--- config.mk ---
export PLATFORM = sky130hd
export DESIGN_NAME = ps2_line_buffer
export DESIGN_NICKNAME = d
export VERILOG_FILES = /design/src/rtl/ps2_line_buffer.sv
export SDC_FILE = /design/constraint.sdc
export NUM_CORES = 1
export LEC_CHECK = 0
export ABC_AREA = 0
export CORE_UTILIZATION = 56
export CTS_CLUSTER_DIAMETER = 40
export DETAILED_ROUTE_END_ITERATION = 10
export DONT_BUFFER_PORTS = 1
export MAX_ROUTING_LAYER = met4
export PLACE_DENSITY = 0.72
export SLEW_MARGIN = 15
export SYNTH_ARGS = -nofsm -noshare
export SYNTH_HDL_FRONTEND = slang
export SYNTH_SLANG_ARGS = --single-unit
export TNS_END_PERCENT = 5
--- constraint.sdc ---
create_clock -name clock -period 4.6 [get_ports clock]
set_clock_uncertainty 0.15 [all_clocks]
set_input_delay 0.92 -clock clock [delete_from_list [all_inputs] [get_ports clock]]
set_output_delay 0.92 -clock clock [all_outputs]
set_load 0.02 [all_outputs]
--- src/rtl/ps2_line_buffer.sv ---
// ps2_line_buffer
//   Collects PS/2 scancode bytes into a line buffer for the command parser.
//   Key-release (break) pairs are discarded, backspace removes the newest
//   character, and Enter commits the line. A committed line stays frozen
//   until the consumer acknowledges it.
//
// Ports
//   clock       system clock, all state on the rising edge
//   reset       asynchronous active-low reset
//   ps2_info    scancode byte from the PS/2 receiver
//   ps2_enable  byte strobe, one byte accepted per rising edge of the strobe
//   line_ack    consumer has taken the committed line
//   rd_addr     random-access read index (0 = oldest character)
//   out         newest CHARS characters, newest in the low slot, empty slots 0
//   rd_data     character at rd_addr, 0 beyond the end of the line
//   count       number of characters in the line
//   full        line holds DEPTH characters
//   line_valid  line committed and awaiting line_ack
//   overflow    sticky: a character was dropped because the line was full
//
// State table
//   IDLE   | accepting characters, backspace and Enter
//   LOCKED | line committed, contents frozen until line_ack
module ps2_line_buffer #(
  parameter int                    CHAR_WIDTH     = 8,
  parameter int                    CHARS          = 4,
  parameter int                    DEPTH          = 16,
  parameter logic [CHAR_WIDTH-1:0] BREAK_CODE     = 8'hF0,
  parameter logic [CHAR_WIDTH-1:0] BACKSPACE_CODE = 8'h66,
  parameter logic [CHAR_WIDTH-1:0] ENTER_CODE     = 8'h5A
) (
  input  logic                          clock,
  input  logic                          reset,
  input  logic [CHAR_WIDTH-1:0]         ps2_info,
  input  logic                          ps2_enable,
  input  logic                          line_ack,
  input  logic [$clog2(DEPTH)-1:0]      rd_addr,
  output logic [CHARS*CHAR_WIDTH-1:0]   out,
  output logic [CHAR_WIDTH-1:0]         rd_data,
  output logic [$clog2(DEPTH+1)-1:0]    count,
  output logic                          full,
  output logic                          line_valid,
  output logic                          overflow
);

  localparam int AW = $clog2(DEPTH);
  localparam int CW = $clog2(DEPTH+1);

  typedef enum logic {
    IDLE   = 1'b0,
    LOCKED = 1'b1
  } state_t;

  state_t                state_q;
  logic                  en_q;
  logic                  break_pending_q;
  logic [CW-1:0]         count_q;
  logic                  line_valid_q;
  logic                  overflow_q;
  logic [CHAR_WIDTH-1:0] mem_q [DEPTH];

  logic          accept;
  logic          char_ev;
  logic          full_w;
  logic          wr_en;
  logic [AW-1:0] wr_idx;

  assign accept = ps2_enable & ~en_q;
  // A byte reaches the line logic only when it is neither a break prefix
  // nor the byte that follows one, and the line is still open.
  assign char_ev = accept & ~break_pending_q & (ps2_info != BREAK_CODE) &
                   (state_q == IDLE);
  assign full_w  = (count_q == CW'(DEPTH));
  assign wr_idx  = AW'(count_q);
  assign wr_en   = char_ev & (ps2_info != BACKSPACE_CODE) &
                   (ps2_info != ENTER_CODE) & ~full_w;

  always_ff @(posedge clock or negedge reset) begin
    if (!reset) begin
      state_q         <= IDLE;
      en_q            <= 1'b0;
      break_pending_q <= 1'b0;
      count_q         <= '0;
      line_valid_q    <= 1'b0;
      overflow_q      <= 1'b0;
    end else begin
      en_q <= ps2_enable;

      // Break tracking runs in every state so a release seen while the
      // line is locked cannot leak its key byte into the next line.
      if (accept) begin
        if (break_pending_q) begin
          break_pending_q <= 1'b0;
        end else if (ps2_info == BREAK_CODE) begin
          break_pending_q <= 1'b1;
        end
      end

      case (state_q)
        IDLE: begin
          if (char_ev) begin
            if (ps2_info == BACKSPACE_CODE) begin
              if (count_q != '0) begin
                count_q <= count_q - 1'b1;
              end
            end else if (ps2_info == ENTER_CODE) begin
              if (count_q != '0) begin
                line_valid_q <= 1'b1;
                state_q      <= LOCKED;
              end
            end else if (!full_w) begin
              count_q <= count_q + 1'b1;
            end else begin
              overflow_q <= 1'b1;
            end
          end
        end
        LOCKED: begin
          if (line_ack) begin
            count_q      <= '0;
            line_valid_q <= 1'b0;
            overflow_q   <= 1'b0;
            state_q      <= IDLE;
          end
        end
        default: state_q <= IDLE;
      endcase
    end
  end

  // Storage carries no reset: entries beyond count are never observed.
  always_ff @(posedge clock) begin
    if (wr_en) begin
      mem_q[wr_idx] <= ps2_info;
    end
  end

  logic [AW-1:0] win_idx;

  always_comb begin
    out     = '0;
    win_idx = '0;
    for (int i = 0; i < CHARS; i++) begin
      if (count_q > CW'(i)) begin
        win_idx = AW'(count_q - CW'(i + 1));
        out[i*CHAR_WIDTH +: CHAR_WIDTH] = mem_q[win_idx];
      end
    end
  end

  assign rd_data    = (CW'(rd_addr) < count_q) ? mem_q[rd_addr] : '0;
  assign count      = count_q;
  assign full       = full_w;
  assign line_valid = line_valid_q;
  assign overflow   = overflow_q;

endmodule

Word level (Yosys, flattened, before mapping)

Memory sizes are Yosys's and may differ from the RTL's.
Cells that the tools add are included.
W data, S select, Z words.

Flip-flop bits (word level): 10
Bits in writable memories: 128
Input port bits: 16
Output and inout port bits: 48
Memories kept: 1

$add $sub $neg: 5
$lt $le $gt $ge: 5
Eq/ne operators: 17
Multiplexer cells: 33
Bitwise logic cells: 11
Reduce and logical (&&, ||, !) cells: 4

Memory list:

| name  | words | bits a word | rd ports | clocked after memory_dff | write ports | RTL line | RTL |
|---|---|---|---|---|---|---|---|
| mem_q | 16    | 8           | 5        | 0                        | 1           | 60       | `logic [CHAR_WIDTH-1:0] mem_q [DEPTH];` |

Operators with widths:

| operator              | number |
|---|---|
| $mux W8               | 5 |
| $mux W5               | 6 |
| $mux W1               | 18 |
| $eq A8 B7 Y1 const B  | 2 |
| $ne A8 B7 Y1 const B  | 2 |
| $reduce_and A5 Y1     | 3 |
| $gt A5 B1 Y1 const B  | 2 |
| $gt A5 B2 Y1 const B  | 2 |
| $ne A2 B2 Y1 const B  | 5 |
| $pmux W5 S2           | 1 |
| $eq A8 B8 Y1 const B  | 1 |
| $ne A8 B8 Y1 const B  | 1 |
| $sub A4 B2 Y4 const B | 2 |
| $and A1 B1 Y1         | 7 |
| $ne A3 B2 Y1 const B  | 2 |
| $pmux W1 S2           | 3 |
| $add A5 B1 Y5 const B | 1 |
| $eq A5 B5 Y1 const B  | 1 |
| $lt A4 B5 Y1          | 1 |
| $reduce_bool A5 Y1    | 1 |
| $sub A5 B1 Y5 const B | 1 |
| $ne A2 B1 Y1 const B  | 2 |
| $not A1 Y1            | 4 |
| $sub A4 B3 Y4 const B | 1 |
| $ne A3 B3 Y1 const B  | 1 |

Longest topological paths before layout

Word-level depth: 10
Gate-level depth with buffers: 12

Worst setup path before layout

Ideal clock, no wire load.

Path type: reg-to-output
Start: reg count_q[1] (netlist: count[1])
End: out out[0]
Arrival: 3.398 ns
Required time: 3.530 ns
Setup slack: 0.132 ns
Cell stages (with the launch flop): 11
Path buffers: 5
Cell sequence: dfrtp_1 > buf_2 > buf_4 > buf_2 > clkinv_1 > ha_1 > buf_2 > clkbuf_1 > mux4_2 > a211oi_1 > a211oi_1

Cells in the longest elaborated chain, start to end: 3

RTL lines:

| what                   | RTL line | RTL |
|---|---|---|
| from (decl)            | 57       | `logic [CW-1:0] count_q;` |
| from (signal assigned) | 104      | `count_q <= count_q - 1'b1;` |
| from (signal assigned) | 112      | `count_q <= count_q + 1'b1;` |
| $sub A5 B1 Y5          | 145      | `win_idx = AW'(count_q - CW'(i + 1));` |
| $mem_v2 Z16 W8         | -        |  |
| $mux W8 (*)            | 144      | `if (count_q > CW'(i)) begin` |
| to (decl)              | 38       | `output logic [CHARS*CHAR_WIDTH-1:0] out,` |

Mark *: on every way between the ends. The rest lies on a longest branch, timed or not.

Worst setup path after layout

Start: reg count_q[3] (netlist: count[3])
End: out out[10]

Cells in the longest elaborated chain, start to end: 3

RTL lines:

| what           | RTL line |
|---|---|
| $sub A4 B2 Y4  | 145 |
| $mem_v2 Z16 W8 | - |
| $mux W8 (*)    | 144 |

Marked as above.

==> report_table.html <==
<table>
<tr><th>Metric</th><th>Value</th></tr>
<tr><th colspan="2">Run</th></tr>
<tr><td>Max Cap Viol</td><td>0</td></tr>
<tr><th colspan="2">Outcome</th></tr>
<tr><td>Status</td><td>finished clean</td></tr>
<tr><th colspan="2">STA</th></tr>
<tr><td>Highest Clock Rate</td><td>approximately 230 MHz</td></tr>
<tr><td>Minimum clock period after layout</td><td>4430 ps</td></tr>
<tr><td>Worst slew pin tran</td><td>1120 ps</td></tr>
<tr><td>Number of failing setup endpoints in the final timing report</td><td>0</td></tr>
<tr><td>Number of max-slew violations in the final report</td><td>0</td></tr>
<tr><td>Setup repair after global routing missed its margin</td><td>false</td></tr>
<tr><td>Max transition margin</td><td>roughly a quarter</td></tr>
<tr><td>Final Hold Vio Count</td><td>0</td></tr>
<tr><td>Final period util</td><td>96.4%</td></tr>
<tr><td>Total Negative Setup Slacks</td><td>0 ps</td></tr>
<tr><th colspan="2">Synthesis</th></tr>
<tr><td>Synthesized cell area</td><td>10200 um^2</td></tr>
<tr><td>Number of cells produced by synthesis</td><td>roughly 600</td></tr>
<tr><td>Count of flip-flops with a built-in enable after synthesis</td><td>128</td></tr>
<tr><td>Most used flip-flop cell after synthesis</td><td>edfxtp_1</td></tr>
<tr><td>YS warnings</td><td>0</td></tr>
<tr><td>Fraction of the yosys area taken by sequential cells</td><td>40.3%</td></tr>
<tr><td>Unique cell type count in the Yosys netlist</td><td>52</td></tr>
<tr><td>Synthesized flop and latch total</td><td>138</td></tr>
<tr><td>Post-synthesis net count</td><td>636</td></tr>
<tr><td>Share of async-settable or async-resettable flops after synthesis</td><td>around 7.2%</td></tr>
<tr><td>Average size of a mapped cell</td><td>16.8 um^2</td></tr>
<tr><th colspan="2">Setup path</th></tr>
<tr><td>Required time at the worst-slack endpoint</td><td>around 3500 ps</td></tr>
<tr><td>Worst setup path class</td><td>register to primary output</td></tr>
<tr><td>Highest fanout seen on the critical path</td><td>9</td></tr>
<tr><td>Sequence of cells on the critical path</td><td>inv_1 -&gt; ha_1 -&gt; a22oi_1 -&gt; nor2_1 -&gt; a311oi_1 -&gt; buf_4</td></tr>
<tr><td>Worst r2r src</td><td>count[3]$_DFFE_PN0P_</td></tr>
<tr><td>CP Buf/Inv Count</td><td>2</td></tr>
<tr><td>Crit. Startpoint</td><td>count[3]$_DFFE_PN0P_</td></tr>
<tr><td>Critical Path Start Type</td><td>register</td></tr>
<tr><td>Critical path arrival</td><td>3360 ps</td></tr>
<tr><td>Sort of element at the end of the critical path</td><td>primary output</td></tr>
<tr><td>CP top delay family</td><td>simple AND/OR/NAND/NOR gates</td></tr>
<tr><td>Worst path max stage delay</td><td>860 ps</td></tr>
<tr><td>Slowest cell on crit path</td><td>nor2_1</td></tr>
<tr><th colspan="2">CTS</th></tr>
<tr><td>Clock tree from TritonCTS</td><td>done</td></tr>
<tr><td>Clock Sink Count</td><td>138</td></tr>
<tr><td>Hold Buf Count CTS</td><td>0</td></tr>
<tr><td>Clock root buffer</td><td>clkbuf_16</td></tr>
<tr><td>Worst-path clk slew</td><td>70 ps</td></tr>
<tr><td>Deepest level of the CTS H-tree</td><td>4</td></tr>
<tr><td>Inserted Clock Buffers</td><td>17</td></tr>
<tr><td>Buffers inserted during post-CTS setup optimization</td><td>0</td></tr>
<tr><td>Maximum clock path buffer count</td><td>2</td></tr>
<tr><td>Number of gates resized after cts</td><td>1</td></tr>
<tr><td>Insertion delay to the later sink of the worst-skew pair</td><td>between 400 and 500 ps</td></tr>
<tr><th colspan="2">Die</th></tr>
<tr><td>Initial core utilization</td><td>58.0%</td></tr>
<tr><td>Die height</td><td>137 um</td></tr>
<tr><td>Die area</td><td>around 19000 um^2</td></tr>
<tr><td>Placement Rows</td><td>48</td></tr>
<tr><td>I/O pin cnt</td><td>64</td></tr>
<tr><td>Die Span X</td><td>137 um</td></tr>
<tr><td>Floorplan core area</td><td>17500 um^2</td></tr>
<tr><th colspan="2">Finish</th></tr>
<tr><td>FILL cells</td><td>1170</td></tr>
<tr><td>Nets</td><td>666</td></tr>
<tr><td>Post-route core utilization</td><td>64.6%</td></tr>
<tr><td>Layout cell share with drive strength beyond 1</td><td>between 30% and 40%</td></tr>
<tr><td>Area added between synthesis and finish</td><td>11.4%</td></tr>
<tr><td>Antenna diode count</td><td>0</td></tr>
<tr><td>Finished Cell Area</td><td>11300 um^2</td></tr>
<tr><th colspan="2">Drt</th></tr>
<tr><td>DRT antenna net count</td><td>0</td></tr>
<tr><td>DRC violations left</td><td>0</td></tr>
<tr><td>Detailed Route Iter0 Violations</td><td>1044</td></tr>
<tr><td>Total number of vias</td><td>7103</td></tr>
<tr><td>Total iterations of the first detailed-routing run</td><td>8</td></tr>
<tr><td>Total length of routed wires</td><td>30300 um</td></tr>
<tr><td>Routed WL per cell</td><td>34.8 um</td></tr>
<tr><td>Post-DR vias/cell</td><td>~8.1</td></tr>
<tr><th colspan="2">Place</th></tr>
<tr><td>Placed standard-cell area</td><td>~11000 um^2</td></tr>
<tr><td>Routability-driven placement congestion ratio</td><td>0.889</td></tr>
<tr><td>Total of buffers placed on input and output ports</td><td>0</td></tr>
<tr><td>Post-detail-place hpwl</td><td>19900 um</td></tr>
<tr><th colspan="2">Global routing</th></tr>
<tr><td>Global-route wire length before repair</td><td>44400 um</td></tr>
<tr><td>Pin count of the biggest net entering global routing</td><td>116</td></tr>
<tr><td>Tot GR Track Use</td><td>35.5%</td></tr>
<tr><td>Vias in the first global route</td><td>roughly 6700</td></tr>
<tr><td>Sum of overflow across all layers after global routing</td><td>0</td></tr>
<tr><td>Antenna violations before repair</td><td>0</td></tr>
<tr><th colspan="2">Pwr</th></tr>
<tr><td>Pwr/cell area</td><td>762 nW/um^2</td></tr>
<tr><td>Reported leakage power</td><td>3.82 nW</td></tr>
<tr><td>Largest vdd supply drop</td><td>1190 uV</td></tr>
<tr><th colspan="2">Min path</th></tr>
<tr><td>Class of the most critical hold timing path</td><td>primary input to async pin</td></tr>
</table>
## cells by family after synthesis
family / count (synthesis) / share of synthesized area [%]
AOI/OAI and AO/OA: 86 / 6.31
xor gates and xnor gates: 7 / 0.603
adders and majority gates: 16 / 1.97
buffers and inverters: 65 / 3.77
DFF: 138 / 40.3
muxes: 193 / 41.7
and+or+nand+nor: 99 / 5.33
## placed cells by master, fill, tap and decap left out, types with 10 or more instances in the layout
master / instances
nor2b_1: 29
mux2i_1: 17
a211oi_1: 40
edfxtp_1: 128
clkbuf_16: 17
inv_1: 10
nand2_1: 26
buf_4: 61
mux4_2: 147
mux4_1: 29
ha_1: 15
nor2_1: 19
## layer usage
layer	global-route usage (%)	part of all wire, %	vias up
li1	-	-	2732
met1	46.9	35	3612
met2	52.8	47	659
met3	8.48	13	100
met4	16.0	4.8	0
met5	-	0	-
## Yosys cell counts (2+ instances only)
cell type | instances | share of area, %
a21boi_0 | 2 | 0.15
and3_1 | 5 | 0.31
mux4_2 | 147 | 33
nor2_1 | 19 | 0.70
nor2b_1 | 29 | 1.8
a21oi_1 | 6 | 0.30
a21o_1 | 4 | 0.30
ha_1 | 16 | 2.0
a211oi_1 | 40 | 3.0
xnor2_1 | 5 | 0.43
buf_2 | 21 | 1.0
a21boi_1 | 8 | 0.59
nand2b_1 | 5 | 0.31
a311oi_1 | 8 | 0.69
and2b_1 | 3 | 0.22
o21a_1 | 2 | 0.15
inv_1 | 10 | 0.37
o21ai_0 | 3 | 0.15
dfrtp_1 | 10 | 2.5
edfxtp_1 | 128 | 38
o2111ai_1 | 2 | 0.17
buf_8 | 2 | 0.30
buf_4 | 14 | 1.0
a22oi_1 | 2 | 0.15
mux4_1 | 29 | 7.5
xor2_1 | 2 | 0.17
o22ai_1 | 2 | 0.12
clkbuf_1 | 11 | 0.41
buf_6 | 5 | 0.55
mux2i_1 | 17 | 1.7
nand2_1 | 26 | 0.96
## report_power, final
part           switching, W  total (W)  internal, W
clock              0.000595    0.00152     0.000921
combinational       0.00309    0.00556      0.00247
sequential         0.000103    0.00155      0.00145
## registers in the layout (all words and copies together) (netlist names)
signal	flops
break_pending_q	1
line_valid	1
count	5
overflow	1
en_q	1
state_q	1
mem_q	128
## cell type report
type / instances / area [um^2] / share of cell area (%)
Timing Repair Buffer: 65 / 529 / 4.67
Tap cell: 225 / 282 / 2.49
Inverter: 11 / 41.3 / 0.365
Clock inverter: 15 / 213 / 1.88
Multi-Input combinational cell: 401 / 5730 / 50.6
Clock buffer: 17 / 425 / 3.76
Sequential cell: 138 / 4100 / 36.2
## final timing paths
| path | endpoint | slack [ps] | depth (start not counted) |
|---|---|---|---|
| max | out[10] | 170 | 6 |
| min | count[4]$_DFFE_PN0P_ | 30 | 0 |
| max reg2reg | mem_q[11][7]$_DFFE_PP_ | 880 | 8 |
| min reg2reg | break_pending_q$_DFFE_PN0N_ | 460 | 2 |
| max in group asynchronous | count[1]$_DFFE_PN0P_ | 4200 | 0 |
| min in group clock | en_q$_DFF_PN0_ | 360 | 0 |
## per-stage QoR
step | setup WS, ps | hold WS, ps | power, W | cells
floorplan | 132 | 370 | 0.00540 | 604
global placement | 632 | 446 | 0.00699 | 840
detailed placement | 463 | 453 | 0.00705 | 840
CTS | 228 | 16.1 | 0.00860 | 872
global route | 70.3 | 14.6 | 0.00894 | 872
finish | 166 | 25.9 | 0.00863 | 872
Power figures use the tool's default switching activity.
